File: src/rtl/prio_arbiter8_if.sv
// prio_arbiter8_if: request/grant bundle between requesters and the arbiter
interface prio_arbiter8_if;
  logic       en;
  logic [7:0] req;
  logic       done;
  logic [7:0] gnt;
  logic [2:0] gnt_id;
  logic       gnt_valid;
  logic       busy;
  logic       eo;
  logic       timeout;
  modport slave (input en, req, done, output gnt, gnt_id, gnt_valid, busy, eo, timeout);
  modport master(output en, req, done, input gnt, gnt_id, gnt_valid, busy, eo, timeout);
endinterface

File: src/rtl/prio_arbiter8.sv
// prio_arbiter8: 8-way priority/round-robin arbiter with registered grant, done handshake and timeout
module prio_arbiter8 #(
  parameter int ROUND_ROBIN = 1,
  parameter int TIMEOUT     = 255,
  parameter int CNT_W       = 8
) (
  input  logic             clk,
  input  logic             rst,
  prio_arbiter8_if.slave   arb
);
  typedef enum logic [1:0] {IDLE, GRANT, RELEASE} state_t;
  state_t             state_q, state_d;
  logic [7:0]         gnt_q, gnt_d;
  logic [2:0]         id_q, id_d;
  logic [2:0]         last_q, last_d;
  logic [CNT_W-1:0]   cnt_q, cnt_d;
  logic               eo_q, eo_d;
  logic               to_q, to_d;
  logic [2:0]         start;
  logic [2:0]         win;
  // winner search: downward from start with wrap; later iterations are closer to start and override
  always_comb begin
    start = (ROUND_ROBIN != 0) ? last_q - 3'd1 : 3'd7;
    win = 3'd0;
    for (int k = 7; k >= 0; k--)
      if (arb.req[start - 3'(k)]) win = start - 3'(k);
  end
  // next state, grant capture, hold counter and status
  always_comb begin
    state_d = state_q;
    gnt_d = gnt_q;
    id_d = id_q;
    last_d = last_q;
    cnt_d = cnt_q;
    to_d = 1'b0;
    eo_d = arb.en && state_q == IDLE && arb.req == 8'd0;
    case (state_q)
      IDLE: if (arb.en && arb.req != 8'd0) begin
        state_d = GRANT;
        gnt_d = 8'b1 << win;
        id_d = win;
        cnt_d = '0;
      end
      GRANT: if (arb.done) begin
        state_d = RELEASE;
        gnt_d = 8'd0;
      end else if (TIMEOUT != 0 && cnt_q == CNT_W'(TIMEOUT - 1)) begin
        state_d = RELEASE;
        gnt_d = 8'd0;
        to_d = 1'b1;
      end else cnt_d = cnt_q + 1'b1;
      RELEASE: begin
        state_d = IDLE;
        last_d = id_q;
      end
      default: state_d = IDLE;
    endcase
  end
  // state and output registers, cleared immediately by rst
  always_ff @(posedge clk or posedge rst)
    if (rst) begin
      state_q <= IDLE;
      gnt_q <= 8'd0;
      id_q <= 3'd0;
      last_q <= 3'd0;
      cnt_q <= '0;
      eo_q <= 1'b0;
      to_q <= 1'b0;
    end else begin
      state_q <= state_d;
      gnt_q <= gnt_d;
      id_q <= id_d;
      last_q <= last_d;
      cnt_q <= cnt_d;
      eo_q <= eo_d;
      to_q <= to_d;
    end
  assign arb.gnt = gnt_q;
  assign arb.gnt_id = id_q;
  assign arb.gnt_valid = |gnt_q;
  assign arb.busy = state_q != IDLE;
  assign arb.eo = eo_q;
  assign arb.timeout = to_q;
endmodule

File: src/flat_wrapper.sv
// flat-port wrapper written by rule: the top's interface ports become plain ports
module prio_arbiter8_flat 
#(
  parameter int ROUND_ROBIN = 1,
  parameter int TIMEOUT     = 255,
  parameter int CNT_W       = 8
)
  (clk, rst, arb_en, arb_req, arb_done, arb_gnt, arb_gnt_id, arb_gnt_valid, arb_busy, arb_eo, arb_timeout);
  prio_arbiter8_if arb_i ();
  input  logic clk;
  input  logic rst;
  input wire logic [$bits(arb_i.en)-1:0] arb_en;
  input wire logic [$bits(arb_i.req)-1:0] arb_req;
  input wire logic [$bits(arb_i.done)-1:0] arb_done;
  output wire logic [$bits(arb_i.gnt)-1:0] arb_gnt;
  output wire logic [$bits(arb_i.gnt_id)-1:0] arb_gnt_id;
  output wire logic [$bits(arb_i.gnt_valid)-1:0] arb_gnt_valid;
  output wire logic [$bits(arb_i.busy)-1:0] arb_busy;
  output wire logic [$bits(arb_i.eo)-1:0] arb_eo;
  output wire logic [$bits(arb_i.timeout)-1:0] arb_timeout;
  assign arb_i.en = arb_en;
  assign arb_i.req = arb_req;
  assign arb_i.done = arb_done;
  assign arb_gnt = arb_i.gnt;
  assign arb_gnt_id = arb_i.gnt_id;
  assign arb_gnt_valid = arb_i.gnt_valid;
  assign arb_busy = arb_i.busy;
  assign arb_eo = arb_i.eo;
  assign arb_timeout = arb_i.timeout;
  prio_arbiter8 #(.ROUND_ROBIN(ROUND_ROBIN), .TIMEOUT(TIMEOUT), .CNT_W(CNT_W)) u_core (.clk(clk), .rst(rst), .arb(arb_i));
endmodule
File: config.mk
export PLATFORM = sky130hd
export DESIGN_NAME = prio_arbiter8_flat
export DESIGN_NICKNAME = d
export VERILOG_FILES = /design/src/rtl/prio_arbiter8_if.sv /design/src/rtl/prio_arbiter8.sv /design/src/flat_wrapper.sv
export SDC_FILE = /design/constraint.sdc
export NUM_CORES = 1
export LEC_CHECK = 0
export CAP_MARGIN = 20
export CORE_MARGIN = 3
export CORE_UTILIZATION = 53
export CTS_CLUSTER_DIAMETER = 120
export DETAILED_ROUTE_END_ITERATION = 16
export PLACE_DENSITY = 0.77
export SYNTH_ARGS = -nofsm -noshare
export SYNTH_HDL_FRONTEND = slang
export SYNTH_SLANG_ARGS = --single-unit
File: constraint.sdc
create_clock -name clk -period 4.2 [get_ports clk]
set_input_delay 0.84 -clock clk [delete_from_list [all_inputs] [get_ports clk]]
set_output_delay 0.84 -clock clk [all_outputs]
set_load 0.02 [all_outputs]
[Word level (Yosys, flattened, before mapping)]
Cells that the tools add are included.
Storage, ports and cells
  register bits after elaboration: 26
  input port bits: 12
  output and inout bits: 15
Operators by class
  add/subtract/negate cells: 9
  order comparisons: 8
  equality and inequality tests: 7
  shifts and indexed selects: 1
  muxes and demuxes: 39
  reduce and logical (&&, ||, !) cells: 13
Operator list (count)
  $mux W8: 6
  $lt A3 B4 Y1 const B: 8
  $pmux W8 S2: 2
  $bmux W1 S3: 8
  $mux W3: 8
  $sub A3 B3 Y3 const B: 4
  $mux W1: 11
  $add A8 B1 Y8 const B: 1
  $eq A8 B8 Y1 const B: 1
  $logic_not A8 Y1: 1
  $reduce_bool A8 Y1: 1
  $reduce_or A8 Y1: 1
  $shl A1 B3 Y8 const A: 1
  $mux W2: 3
  $ne A2 B2 Y1 const B: 3
  $sub A3 B1 Y3 const B: 2
  $sub A3 B2 Y3 const B: 2
  $pmux W2 S2: 1
  $reduce_and A2 Y1: 2
  $reduce_and A4 Y1: 1
  $reduce_bool A2 Y1: 2
  $logic_and A1 B1 Y1: 3
  $ne A3 B2 Y1 const B: 1
  $reduce_and A3 Y1: 1
  3 further kinds: 3

[Longest topological paths before layout]
  depth after elaboration: 15
  mapped depth: 14
  gate-level depth less buffers: 9

[Worst setup path before layout]
Ideal clock, no wire load.
  kind: reg2reg
  start point: register u_core.last_q[0]
  end point: register u_core.gnt_q[0], in the netlist u_core.arb.gnt[0]
  library setup time: 0.122 ns
  arrival time: 3.102 ns
  data required time: 4.078 ns
  setup slack: 0.976 ns
  stages on the path, launching flop included: 12
  path buffers: 3
  path through: dfrtp_1 > buf_2 > buf_4 > clkinv_1 > ha_1 > buf_6 > mux4_2 > mux2_4 > o31ai_2 > a311oi_2 > a211o_1 > a32o_1
Between the ends
  cells in the longest elaborated chain, start to end: 15
  elaborated cells on any way between the ends: 35
  classes of those cells: add/sub: 8; shift: 1; mux: 26
RTL lines
  from (decl): line prio_arbiter8.sv:15  | logic [2:0] last_q, last_d;
  from (signal assigned): line prio_arbiter8.sv:73  | last_q <= last_d;
  $sub A3 B1 Y3 (*): line prio_arbiter8.sv:23  | start = (ROUND_ROBIN != 0) ? last_q - 3'd1 : 3'd7;
  $sub A3 B3 Y3: line prio_arbiter8.sv:26  | if (arb.req[start - 3'(k)]) win = start - 3'(k);
  $bmux W1 S3: line prio_arbiter8.sv:26
  $mux W1 (not written as such): line prio_arbiter8.sv:26
  $mux W3 (7 in series): line prio_arbiter8.sv:26
  $mux W3 (*): line prio_arbiter8.sv:26
  $shl A1 B3 Y8 (*): line prio_arbiter8.sv:40  | gnt_d = 8'b1 << win;
  $mux W8 (*): line prio_arbiter8.sv:38  | IDLE: if (arb.en && arb.req != 8'd0) begin
  $pmux W8 S2 (*): line prio_arbiter8.sv:37  | case (state_q)
  to (signal assigned): line prio_arbiter8.sv:71  | gnt_q <= gnt_d;
  to (decl): line prio_arbiter8.sv:13  | logic [7:0] gnt_q, gnt_d;
Mark *: on every way between the ends. The rest lies on a longest branch, timed or not. The select of a mux whose other input is x is not followed.
A chain may end at the register's enable or synchronous reset.

[Worst setup path in the final report]
  start point: register u_core.last_q[0]
  end point: register u_core.gnt_q[5], in the netlist u_core.arb.gnt[5]
Same word-level chain as after synthesis.

==> qor.yml <==
status: "finished, final reports clean"
insertion_delay_ps: 270
synth_top_cells_by_count: "26 x dfrtp_1, 20 x nor2_1, 18 x nand2_1"
syn_avg_cell_area_um2: 10.21
cts-root-buf: "clkbuf_8"
cts_max_level: 1
endpoint_kind: "register"
postLayoutCellArea_um2: 2347
reg2reg_slack_ps: 640
grt_use_total_pct: 23.04
ctsLongestPathBuffers: 2
cts_made_buffers: 3
ys_seq_area_share_pct: 32.34
synth_xor_area_share_pct: 5.721
gp_congestion: 0.8314
drt_iter0_drc: 140
hold_viol: 0
post_cts_resized: 0
ios: 27
first_global_vias: 1696
cp_max_fo: 15
synth_top_family_by_area: "multiplexers"
dieWidth_um: 67.61
synth-simple-area-share_pct: 15.24
async_flop_share_pct: 100.0
die-height_um: 67.61
hold_path_end: "u_core.arb.gnt_id[0]$_DFFE_PP0P_"
r2r_end: "u_core.arb.gnt[5]$_DFFE_PP0P_"
cp.arrival_ps: 3710
grt_antenna_before_repair: 0
core.rowCount: 21
final_util_pct: 67.17
setup_tns_ps: 0
synth_edf_count: 0
grt_pass1_wl_mm: 7.969
rr_startpoint: "u_core.last_q[0]$_DFFE_PP0N_"
io_buffers: 26
max-cap-violations: 0
cts_sinks: 26
synth_top_area_share_pct: 32.34
worstSetupPathType: "register to register"
routedWlPerCell_um: 17.53
fp.dieArea_um2: 4571
slew_violations: 0
ys_dominant_reg_cell: "dfrtp_1"
viasPerCell: 6.362
ys_ff_latch: 26
required_ps: 4360
grt_max_degree: 27
drive_gt1_share_pct: 13.51
cts.hold.buffers_added: 0
min_path_type: "register to register"
fin_nets: 239
period_share_pct: 84.65
vias: 1705
syn_inst: 197
drtAntennaViolNets: 0
synth.most_common_cell: "dfrtp_1"
dp_cells: 263
finalCriticalPeriod_ps: 3555
insertedDiodeCount: 0
hold_path.startpoint: "u_core.arb.gnt_id[0]$_DFFE_PP0P_"
final_cells: 268
yosysWarnings: 0
start_util_pct: 57.57
worstRegToRegCells: 10
syn2layout_area_growth_pct: 16.67
syn_area_um2: 2012
setup_viol: 0
grt.overflow.total: 0
syn_nets: 213
totalWireLength_mm: 4.698
cts_tree: "done"
placed_area_um2: 2285
holdPathStages: 1
synth_compound_gate_area_share_pct: 19.28
synth_top_area_cell: "dfrtp_1"
cts_setup_buffers: 0
max_freq_mhz: 281.3
rsz0062_at_grt: "no"
drtPass1Iterations: 4
critPathLaunchType: "register"
synth_top_cells_by_area: "dfrtp_1 32%, mux4_2 10%, a32o_1 4.0%"
max_slew_margin_pct: 37.55
synth.mux.area_fraction_pct: 20.46
synth-adder-area-share_pct: 2.488
worstMarginPinSlew_ps: 935.7
core_um2: 3495
drc: 0
dpl.hpwl_mm: 3.553
cts.clk_slew.worst_paths_ps: 90
ys_types: 54
fin_skew_ps: 2.342
how the worst max path moves through the flow:
stage	start	end	slack (ps)	cells after the start
2_1_floorplan	u_core.last_q[0]$_DFFE_PP0N_	u_core.arb.gnt[0]$_DFFE_PP0P_	980	11
3_3_place_gp	u_core.last_q[0]$_DFFE_PP0N_	u_core.arb.gnt[2]$_DFFE_PP0P_	810	8
3_5_place_dp	u_core.last_q[0]$_DFFE_PP0N_	u_core.arb.gnt[2]$_DFFE_PP0P_	660	8
4_1_cts	u_core.last_q[0]$_DFFE_PP0N_	u_core.arb.gnt[2]$_DFFE_PP0P_	640	8
5_1_grt	u_core.last_q[0]$_DFFE_PP0N_	u_core.arb.gnt[2]$_DFFE_PP0P_	300	9
6_report	u_core.last_q[0]$_DFFE_PP0N_	u_core.arb.gnt[5]$_DFFE_PP0P_	640	10
flip-flops by register name, indices dropped and copies added (netlist names):
| register | cells |
|---|---|
| u_core.arb.timeout | 1 |
| u_core.arb.eo | 1 |
| u_core.arb.gnt_id | 3 |
| u_core.arb.gnt | 8 |
| u_core.cnt_q | 8 |
| u_core.state_q | 2 |
| u_core.last_q | 3 |
critical path, stage by stage, from the launching register on:
cell and delay, ps:
dfrtp_1 360, clkinv_1 230, ha_1 710, buf_4 320
xnor3_1 410, mux2i_2 310, nand2_1 110, o31ai_2 240
a311oi_2 90, a211o_1 390, a32o_1 270
kinds of logic (layout without fill, tap and decap cells):
group | count (synthesis) | in the layout
AOI/OAI and AO/OA | 52 | 52
xor gates and xnor gates | 10 | 10
adders and majority gates | 4 | 4
buffers and inverters | 15 | 40
DFF | 26 | 26
muxes | 25 | 25
and+or+nand+nor | 65 | 65
through the flow:
step	worst slack [ps]	hold WS (ps)
after floorplan	976.3	505.2
after global placement	807.8	500.8
after detailed placement	664.9	498.7
after CTS	636.4	524.6
after global routing	297.4	546.3
final	644.7	520.4
cell type report:
class	count	area, um^2
tap	46	57.56
inverter	6	22.52
timing repair buffer	30	290.3
sequential	26	650.6
clock buffer	4	55.05
multi-input combinational	156	1271
fill	284	1147
cell usage in the layout (no fill, tap or decap), drive strengths merged, types with 4 or more instances in the layout:
| cell type | count |
|---|---|
| clkdlybuf4s50 | 26 |
| dfrtp | 26 |
| nor2 | 20 |
| nand2 | 18 |
| a21oi | 12 |
| mux4 | 11 |
| a32o | 8 |
| o21ai | 7 |
| mux2i | 7 |
| mux2 | 7 |
| nor4 | 5 |
| xor2 | 5 |
| inv | 5 |
| nand2b | 4 |
| nand3 | 4 |
| nor2b | 4 |
| ha | 4 |
| clkbuf | 4 |
| buf | 4 |
per-layer routing:
layer / vias up / share of wire, % / GRT usage (%)
met5: - / 0 / 0
met1: 848 / 45 / 31.10
met2: 49 / 50 / 38.64
li1: 806 / - / -
met4: 0 / 0.47 / 6.582
met3: 2 / 4.9 / 2.995
Power is not shown: default switching activity piles up to over one toggle a cycle in this logic, so the estimate is an artifact.
==> edit: new RTL, same flow settings <==
The 3 states of `state_t` get a one-hot encoding in 3 bits.
--- a/src/rtl/prio_arbiter8.sv
+++ b/src/rtl/prio_arbiter8.sv
@@ -8,7 +8,7 @@
   input  logic             rst,
   prio_arbiter8_if.slave   arb
 );
-  typedef enum logic [1:0] {IDLE, GRANT, RELEASE} state_t;
+  typedef enum logic [2:0] {IDLE = 3'b001, GRANT = 3'b010, RELEASE = 3'b100} state_t;
   state_t             state_q, state_d;
   logic [7:0]         gnt_q, gnt_d;
   logic [2:0]         id_q, id_d;
Check against the original RTL: no difference found for any inputs over 10 cycles, from zero or initial values and one cycle with rst high; not proved beyond that.
==> edit against the original RTL <==
Design area grew 5.0%; sequential cell count grew 1; maximum frequency shrank 4.6%; wire length shrank 4.0%; critical path depth shrank 1; die area grew 4.2%; sequential share of layout area shrank 0.26 points; area after synthesis grew 4.6%; worst setup slack lost 0.17 ns; global-route usage shrank 4.0 points; critical path type unchanged; largest cell class unchanged.
Power is not shown: default switching activity piles up to over one toggle a cycle in this logic, so the estimate is an artifact.
==> edit: results <==
# TYPE chip_impl_metric gauge
chip_impl_info{name="run_status",value="finished clean"} 1
chip_impl_metric{name="global_route.usage.met1",unit="%"} 30.3
chip_impl_metric{name="wl_met2",unit="um"} 2010
chip_impl_metric{name="nonClockInverterCount",unit=""} 8
chip_impl_info{name="min_delay_worst_endpoint",value="u_core.arb.gnt[0]"} 1
chip_impl_metric{name="drive_gt1_share",unit="%"} 15.3
chip_impl_metric{name="average_via_count_per_standard_cell",unit=""} 6.10
chip_impl_info{name="synth.top_cells.by_area",value="dfrtp_1 (31%), mux4_2 (9.6%), mux2_2 (4.8%)"} 1
chip_impl_metric{name="finalClockSkew",unit="ns"} 0.0117
chip_impl_metric{name="crit_path_max_incr_delay",unit="ns"} 0.74
chip_impl_metric{name="routed_wl",unit="um"} 4510
chip_impl_metric{name="detailedRoute.firstIterationViolations",unit=""} 204
chip_impl_metric{name="reg2reg_depth",unit=""} 9
chip_impl_metric{name="grt_usage",unit="%"} 19.0
chip_impl_metric{name="nClkBuffers",unit=""} 3
chip_impl_info{name="critical_path.reg2reg.endpoint",value="u_core.arb.gnt[2]"} 1
chip_impl_metric{name="nNetsFinal",unit=""} 252
chip_impl_metric{name="synth-seq-area-share",unit="%"} 32.2
chip_impl_metric{name="relative_area_of_non_clock_buffer_cells_in_the_final_design",unit="%"} 12.9
chip_impl_metric{name="hold_depth",unit=""} 2
chip_impl_metric{name="clockNetworkAreaShare",unit="%"} 1.98
chip_impl_metric{name="synth_nets",unit=""} 226
chip_impl_metric{name="first_global_vias",unit=""} 1613
chip_impl_metric{name="gp_routability_congestion",unit=""} 0.986
chip_impl_metric{name="grt_pass1_wl",unit="um"} 7730
chip_impl_metric{name="met3_usage",unit="%"} 3.06
chip_impl_metric{name="maxSlewHeadroom",unit="%"} 45.3
chip_impl_metric{name="met2_usage_grt",unit="%"} 27.9
chip_impl_metric{name="tritoncts_num_sinks",unit=""} 27
chip_impl_metric{name="grt_start_max_net_pins",unit=""} 28
chip_impl_metric{name="met1_routed_length",unit="um"} 2230
edit: cell types whose count changed after synthesis, sizes merged, moves of 5 or more:
cell	before	now
mux2	7	12
nor2	20	13
a32o	8	0
nand2	18	23
o31ai	1	8
o21ai	7	13
edit: per-stage QoR:
step           utilization [%]  hold WS, ns  std cells  cell area [um^2]  setup WS (ns)
2_1_floorplan                -        0.514        210              2100          0.908
3_3_place_gp              63.8        0.491        278              2390          0.485
3_5_place_dp              63.8        0.497        278              2390          0.477
4_1_cts                   65.1        0.519        282              2440          0.520
5_1_grt                   65.8        0.553        283              2460          0.285
6_report                  65.8        0.515        283              2460          0.473
edit: cell families after synthesis:
| logic type | after synthesis | share of synthesized area, % |
|---|---|---|
| xor gates and xnor gates | 10 | 5.47 |
| AOI/OAI and AO/OA | 48 | 15.6 |
| adders and majority gates | 4 | 2.38 |
| muxes | 27 | 20.0 |
| buffers and inverters | 18 | 4.58 |
| DFF | 27 | 32.2 |
| and+or+nand+nor | 76 | 19.8 |
